==> config.mk <==
export PLATFORM = sky130hd
export DESIGN_NAME = tick_gen_multi
export DESIGN_NICKNAME = d
export VERILOG_FILES = /design/src/rtl/tick_gen_multi_pkg.sv /design/src/rtl/tick_gen_multi_stage.sv /design/src/rtl/tick_gen_multi.sv
export SDC_FILE = /design/constraint.sdc
export NUM_CORES = 1
export LEC_CHECK = 0
export ABC_AREA = 1
export CORE_MARGIN = 4
export CORE_UTILIZATION = 40
export DETAILED_ROUTE_END_ITERATION = 8
export GPL_TIMING_DRIVEN = 0
export PLACE_DENSITY_LB_ADDON = 0.12
export SLEW_MARGIN = 10
export SYNTH_ARGS = -nofsm -noshare
export SYNTH_HDL_FRONTEND = slang
export SYNTH_HIERARCHICAL = 1
export SYNTH_SLANG_ARGS = --single-unit
==> constraint.sdc <==
create_clock -name clk_100MHz -period 1.27 [get_ports clk_100MHz]
set_input_delay 0.254 -clock clk_100MHz [delete_from_list [all_inputs] [get_ports clk_100MHz]]
set_output_delay 0.254 -clock clk_100MHz [all_outputs]
set_load 0.01 [all_outputs]
==> src/rtl/tick_gen_multi_pkg.sv <==
// ----------------------------------------------------------------------------
// tick_gen_multi_pkg
//   Shared constants for the cascaded tick generator: system clock rate,
//   the default per-channel divisors and the default packed divisor list.
//   No ports; imported by tick_stage and tick_gen_multi.
// ----------------------------------------------------------------------------
package tick_gen_multi_pkg;

    localparam int unsigned CLK_HZ      = 100_000_000;

    // Default cascade: 100 MHz -> 1 kHz -> 1 Hz -> 0.5 Hz
    localparam int unsigned DIV_1KHZ    = 100_000;
    localparam int unsigned DIV_1HZ     = 1_000;
    localparam int unsigned DIV_HALF_HZ = 2;

    localparam int          DEF_NUM_CH  = 3;
    localparam int          DEF_CNT_W   = 17;

    // Slice k (LSB first) is the divisor of channel k.
    localparam logic [DEF_NUM_CH*DEF_CNT_W-1:0] DEF_DIV_LIST = {
        17'(DIV_HALF_HZ),
        17'(DIV_1HZ),
        17'(DIV_1KHZ)
    };

endpackage : tick_gen_multi_pkg

==> src/rtl/tick_gen_multi_stage.sv <==
// ----------------------------------------------------------------------------
// tick_stage
//   One divider channel of the tick cascade. Counts advance pulses and emits
//   a one-cycle tick every DIV advances, plus a square output that toggles on
//   every tick.
//
//   Ports:
//     clk_100MHz  in   system clock
//     reset_n     in   asynchronous active-low reset
//     sync_clr    in   synchronous clear of counter, tick and sq
//     adv         in   advance enable (en for channel 0, previous tick else)
//     tick        out  registered one-cycle pulse every DIV advances
//     sq          out  registered toggle, period = 2 x tick period
// ----------------------------------------------------------------------------
module tick_stage
    import tick_gen_multi_pkg::*;
#(
    parameter int          CNT_W = 17,
    parameter int unsigned DIV   = 2
) (
    input  logic clk_100MHz,
    input  logic reset_n,
    input  logic sync_clr,
    input  logic adv,
    output logic tick,
    output logic sq
);

    // A divisor of 0 can never terminate and one above the counter range can
    // never be reached; refuse to elaborate either.
    if ((DIV == 0) || (64'(DIV) > ((64'd1 << CNT_W) - 64'd1))) begin : g_bad_div
        $error("tick_stage: DIV=%0d outside legal range 1..2^CNT_W-1 (CNT_W=%0d)",
               DIV, CNT_W);
    end

    localparam logic [CNT_W-1:0] TERM = CNT_W'(DIV - 1);

    logic [CNT_W-1:0] cnt_q, cnt_d;
    logic             tick_q, tick_d;
    logic             sq_q, sq_d;

    always_comb begin
        cnt_d  = cnt_q;
        tick_d = 1'b0;
        sq_d   = sq_q;
        if (sync_clr) begin
            cnt_d = '0;
            sq_d  = 1'b0;
        end else if (adv) begin
            if (cnt_q == TERM) begin
                cnt_d  = '0;
                tick_d = 1'b1;
                sq_d   = ~sq_q;
            end else begin
                cnt_d = cnt_q + CNT_W'(1);
            end
        end
    end

    always_ff @(posedge clk_100MHz or negedge reset_n) begin
        if (!reset_n) begin
            cnt_q  <= '0;
            tick_q <= 1'b0;
            sq_q   <= 1'b0;
        end else begin
            cnt_q  <= cnt_d;
            tick_q <= tick_d;
            sq_q   <= sq_d;
        end
    end

    assign tick = tick_q;
    assign sq   = sq_q;

endmodule : tick_stage

==> src/rtl/tick_gen_multi.sv <==
// ----------------------------------------------------------------------------
// tick_gen_multi
//   NUM_CH cascaded tick-enable channels derived from the 100 MHz clock.
//   Channel 0 divides the clock (gated by en); channel k divides the
//   registered tick of channel k-1, so each stage adds one cycle of skew.
//   Ticks are clock enables for downstream logic, never clocks.
//
//   Ports:
//     clk_100MHz  in   system clock
//     reset_n     in   asynchronous active-low reset
//     en          in   run enable for channel 0 (freezes whole cascade)
//     sync_clr    in   synchronous clear of every channel
//     tick        out  [NUM_CH] one-cycle enable pulses
//     sq          out  [NUM_CH] square outputs, half the tick rate
// ----------------------------------------------------------------------------
module tick_gen_multi
    import tick_gen_multi_pkg::*;
#(
    parameter int                          NUM_CH   = DEF_NUM_CH,
    parameter int                          CNT_W    = DEF_CNT_W,
    parameter logic [NUM_CH*CNT_W-1:0]     DIV_LIST = DEF_DIV_LIST
) (
    input  logic              clk_100MHz,
    input  logic              reset_n,
    input  logic              en,
    input  logic              sync_clr,
    output logic [NUM_CH-1:0] tick,
    output logic [NUM_CH-1:0] sq
);

    if (NUM_CH < 1) begin : g_bad_num_ch
        $error("tick_gen_multi: NUM_CH=%0d must be at least 1", NUM_CH);
    end

    logic [NUM_CH-1:0] adv;

    for (genvar k = 0; k < NUM_CH; k++) begin : g_ch
        // Each channel advances on the registered tick of its predecessor,
        // which keeps every input-to-output path behind a flop.
        if (k == 0) begin : g_first
            assign adv[k] = en;
        end else begin : g_next
            assign adv[k] = tick[k-1];
        end

        tick_stage #(
            .CNT_W (CNT_W),
            .DIV   (32'(DIV_LIST[k*CNT_W +: CNT_W]))
        ) u_stage (
            .clk_100MHz (clk_100MHz),
            .reset_n    (reset_n),
            .sync_clr   (sync_clr),
            .adv        (adv[k]),
            .tick       (tick[k]),
            .sq         (sq[k])
        );
    end

endmodule : tick_gen_multi

-- Yosys cells after proc, flatten, opt, wreduce, memory -nomap -nowiden
Index checks and enable logic that the tools add are counted.
- output and inout bits: 6
- logic and storage cells: 54
- flip-flop bits (word level): 57
- input port bits: 4
- mux-type cells: 27
- reduce and logical (&&, ||, !) cells: 9
- eq/ne operators: 3
- add/subtract/negate cells: 3
- bitwise operators: 3
- operator list (kind ; count):
    17-bit 2-to-1 mux ; 9
    17-bit by 1-bit adder with 17-bit output, second input constant ; 3
    1-bit 2-to-1 mux ; 18
    17-bit by 1-bit equality test with 1-bit output, second input constant ; 1
    17-bit by 10-bit equality test with 1-bit output, second input constant ; 1
    17-bit equality test, second input constant ; 1
    2-bit nonzero test ; 6
    2-bit AND reduction ; 3
    1-bit inverter ; 3

-- Logic depth before layout (Yosys ltp)
- depth after elaboration: 4
- mapped depth: 9
- gate-level depth less buffers: 9

-- Cells and area by module
Netlist, hierarchy kept.
- by module, submodules not included (module ; cells each ; times used ; area each (um2) ; seq. area each (um2)):
    tick_stage (g_ch[2].u_stage) ; 176 ; 1 ; 1241.2 ; 475.5
    tick_stage (g_ch[0].u_stage) ; 153 ; 1 ; 1138.6 ; 475.5
    tick_stage (g_ch[1].u_stage) ; 156 ; 1 ; 1103.6 ; 475.5

-- Worst setup path before layout
OpenSTA, ideal clock, no wires.
- path type: register to register
- start point: register g_ch[2].u_stage.cnt_q[0]
- end point: register g_ch[2].u_stage.cnt_q[16]
- path slack: -0.033 ns
- period minus slack after synthesis: 1.303 ns
- data required time: 1.153 ns
- cell stages (with the launch flop): 9
- path buffers: 0
- library setup time: 0.117 ns
- data arrival time: 1.186 ns
- cell sequence: dfrtp_1 > ha_1 > nand2_1 > nor2_2 > nand2_1 > o21ai_1 > nand2_1 > nand2_1 > nand2_1
- word-level cells in the longest chain between the ends: 4
- elaborated cells on any way between the ends: 5
- classes of those cells: add/sub: 1; eq/ne: 1; mux: 3
- RTL lines (item ; line ; RTL):
    from (decl) ; tick_gen_multi_stage.sv:38 ; logic [CNT_W-1:0] cnt_q, cnt_d;
    from (signal assigned) ; tick_gen_multi_stage.sv:66 ; cnt_q <= cnt_d;
    17-bit by 1-bit adder with 17-bit output or 17-bit by 1-bit equality test with 1-bit output (tied branches) ; tick_gen_multi_stage.sv:55, tick_gen_multi_stage.sv:50 ;
    17-bit 2-to-1 mux * ; tick_gen_multi_stage.sv:50 ; if (cnt_q == TERM) begin
    17-bit 2-to-1 mux * ; tick_gen_multi_stage.sv:49 ; end else if (adv) begin
    17-bit 2-to-1 mux * ; tick_gen_multi_stage.sv:46 ; if (sync_clr) begin
Every way passes the cells marked *; elsewhere a longest branch is shown, timed or not. The select of a mux whose other input is x is not followed.
A chain may end at the register's enable or synchronous reset.

-- Worst setup path in the final report
- start point: register g_ch[0].u_stage.tick_q
- end point: register g_ch[1].u_stage.cnt_q[15]
- word-level cells in the longest chain between the ends: 1
- RTL lines (item ; line ; RTL):
    from (decl) ; tick_gen_multi_stage.sv:39 ; logic tick_q, tick_d;
    from (signal assigned) ; tick_gen_multi_stage.sv:67 ; tick_q <= tick_d;
    2-bit nonzero test (no line) ; - ;
    to (signal assigned) ; tick_gen_multi_stage.sv:66 ;
    to (decl) ; tick_gen_multi_stage.sv:38 ;
Every way passes these cells.

==> results.sh <==
export IMPL_status="complete, but fails checks"
export IMPL_violations="negative hold slack, negative setup slack"
export IMPL_final_common_cell="nand2_1"
export IMPL_clkSinkCount=57
export IMPL_drt_wl_total_um=9036
export IMPL_finalClockSkew_ns=0.008448
export IMPL_htreeDepth=3
export IMPL_postSynthCellCount=485
export IMPL_holdWs_ns=-0.03788
export IMPL_layout_drive_gt1_share_pct=34.00
export IMPL_crit_type="register to register"
export IMPL_vias=3312
export IMPL_tightest_slew_ns=0.7474
export IMPL_setup_viol=41
export IMPL_worst_path_max_fanout=8
export IMPL_num_io_pins=10
export IMPL_seqPwrFrac_pct=45.7
export IMPL_die_h_um=101.3
export IMPL_drt_pass1_iter_count=4
export IMPL_synth_top_area_share_pct=40.95
export IMPL_vdd_drop_max_mv=0.7110
export IMPL_max_slew_margin_pct=50.17
export IMPL_fin_ws_ns=-0.1040
export IMPL_p_leak_uw=0.002003
export IMPL_grt_use_met3_pct=5.372
export IMPL_grtUsageMet1_pct=22.71
export IMPL_swShare_pct=22.93
export IMPL_synth_edf_count=0
export IMPL_fin_crit_ns=1.374
export IMPL_final_cell_mix="nand2_1 (126), nor2_1 (58), inv_1 (47)"
export IMPL_antenna_found_initial=0
export IMPL_synth_seq_cells=57
export IMPL_pwr_share_clk_pct=49.2
export IMPL_io_buffers=9
export IMPL_r2r_end="g_ch[1].u_stage/cnt_q[15]"
export IMPL_grt_max_degree=58
export IMPL_nNetsFinal=550
export IMPL_gr_total_overflow=0
export IMPL_die_area_um2=10270
export IMPL_drt_iter0_drc=141
export IMPL_grt_use_met2_pct=31.04
export IMPL_rows=33
export IMPL_syn_area_um2=3483
export IMPL_top_usage_layer="met2"
export IMPL_crit_path_end_kind="register"
export IMPL_p_int_uw=3088
export IMPL_seq_area_frac_synth_pct=40.95
export IMPL_synthTopCellsByArea="dfrtp_1 (41%), nand2_1 (15%), nor2_1 (9.9%), nand3_1 (5.6%), inv_1 (5.4%)"
export IMPL_synth_largest_area_cell="dfrtp_1"
export IMPL_grt_pass1_wl_um=14780
export IMPL_numCtsBuffers=9
export IMPL_cts_max_path_buffers=2
export IMPL_rsz0062_at_grt="yes"
export IMPL_synth_nets=493
export IMPL_first_global_vias=3141
export IMPL_p_comb_share_pct=5.1
export IMPL_start_util_pct=41.76
export IMPL_nFillCells=778
export IMPL_fmax_mhz=727.8
export IMPL_routabilityCongestion=0.9295
export IMPL_n_antenna_cell=0
export IMPL_ys_types=28
export IMPL_track_usage_pct=18.24
export IMPL_cp_arrival_ns=1.64
export IMPL_dp_hpwl_um=5524
export IMPL_required_ns=1.54
export IMPL_startpoint_type="register"
export IMPL_timing_rr_start="g_ch[0].u_stage/tick"
export IMPL_ys_async_sr_fraction_pct=100.0
export IMPL_viasPerCell=5.080
export IMPL_synth_ff_type="dfrtp_1"
export IMPL_period_share_pct=108.2
export IMPL_clkLatencyLatePin_ns=0.34
export IMPL_clk_pin_slew_ns=0.07
export IMPL_ant_nets=0
export IMPL_area_growth_pct=33.48
export IMPL_cellPowerDensity_nw_per_um2=861.7
export IMPL_core_um2=8341
export IMPL_r2r_cells=7
export IMPL_cap_viol_max_count=0
export IMPL_die_w_um=101.3
export IMPL_slew_violations=0
export IMPL_yosys_warnings=6
export IMPL_drt_drc_violations_left=0
export IMPL_cts_root_buf="clkbuf_8"
export IMPL_pre_cts_slack_ns=-0.8753
export IMPL_cts_hold_buffers=0
export IMPL_cts_tree="yes"
export IMPL_avgSynthCellArea_um2=7.182
export IMPL_hp_class="input port to asynchronous set/reset pin"
export IMPL_switchingPower_uw=918.7
export IMPL_hold_viol=19
export IMPL_detail_route_wl_per_cell_um=13.86
export IMPL_rrSetupSlack_ns=-0.10
==> metal layers <==
layer	vias up	part of all wire (%)	routed length [um]
met3	11	3.6	325
met2	58	51	4604
li1	1642	-	-
met1	1601	44	3988
met5	-	0	0
met4	0	1.3	117
==> stage by stage <==
step / util, % / cell area, um^2 / TNS [ns] / instances / total power (uW)
6_report: 55.75 / 4649 / -2.857 / 652 / 4006
5_1_grt: 55.75 / 4649 / -7.190 / 652 / 4161
4_1_cts: 52.12 / 4347 / -1.890 / 641 / 4034
3_5_place_dp: 44.63 / 3722 / -36.07 / 599 / 2027
3_3_place_gp: 44.66 / 3725 / -151.25 / 599 / 2028
2_1_floorplan: - / 3503 / -0.02933 / 485 / 1938
==> layout make-up <==
cell class,count,area (um^2),share of cell area [%]
Multi-Input combinational cell,369,2221,47.77
Timing Repair Buffer,45,377.9,8.127
Buffer,3,33.78,0.7266
Clock inverter,5,77.57,1.668
Sequential cell,57,1440,30.97
Inverter,57,216.5,4.656
Tap cell,105,131.4,2.826
Clock buffer,11,151.4,3.256
==> worst max-delay path, cell delays in order (launching register included) <==
cell     delay [ns]
dfrtp_2        0.45
nor2_4         0.27
inv_1          0.17
nand2_1        0.12
nor2_1         0.04
nand2_1        0.05
nand2_1        0.09
nor2_4         0.11
==> cells by family (layout without fill, tap and decap cells) <==
family                   count (synthesis)  in the layout  share of synthesized area [%]
AO/OA/AOI/OAI                           26             26                          4.203
XOR/XNOR                                17             17                          4.274
adder cells (fa/ha/maj)                  4              4                          1.437
buffers and inverters                   60            121                          6.932
flip-flops                              57             57                          40.95
multiplexers                             2              2                         0.5747
AND/OR/NAND/NOR                        319            320                          41.63
==> what timing repair did <==
| item | 4_1_cts | 5_1_grt |
|---|---|---|
| buffers inserted | 23 | 11 |
| cloned | 3 | 0 |
| setup endpoints to repair | 60 | 58 |
| pin swaps | 29 | 27 |
| gates resized for setup | 76 | 68 |
==> worst max path at each step <==
stage / from / endpoint / cells after the start
finish: g_ch[0].u_stage/tick / g_ch[1].u_stage/cnt_q[15] / 7
global route: g_ch[0].u_stage/cnt_q[1] / g_ch[0].u_stage/cnt_q[4] / 7
CTS: g_ch[2].u_stage/cnt_q[1] / g_ch[2].u_stage/cnt_q[12] / 8
detailed placement: sync_clr / g_ch[0].u_stage/cnt_q[15] / 7
global placement: reset_n / g_ch[0].u_stage/cnt_q[15] / 1
floorplan: g_ch[2].u_stage/cnt_q[0] / g_ch[2].u_stage/cnt_q[8] / 7
==> registers in the layout (all words and copies together) (netlist names) <==
name,count
g_ch.u_stage/sq,3
g_ch.u_stage/tick,3
g_ch.u_stage/cnt_q,51
==> power by group through the flow <==
stage	logic (uW)	clock network, uW	registers, uW
5_1_grt	223	2110	1830
3_5_place_dp	162	0	1870
4_1_cts	185	2020	1830
3_3_place_gp	162	0	1870
6_report	203	1970	1830
2_1_floorplan	72.2	0	1870
==> Yosys cell counts, types with 5 or more instances <==
master    number
inv_2          6
nor3_1         5
nor2_2         9
o21ai_1        5
xor2_1        11
o21ai_0       10
nand4_1       11
o21bai_1       5
inv_1         50
nor2_4         9
nand2_1      138
dfrtp_1       57
nand2_2        8
nand3_1       39
nor2_1        92
xnor2_1        6
Note: power is estimated with default switching activity, not from simulation.
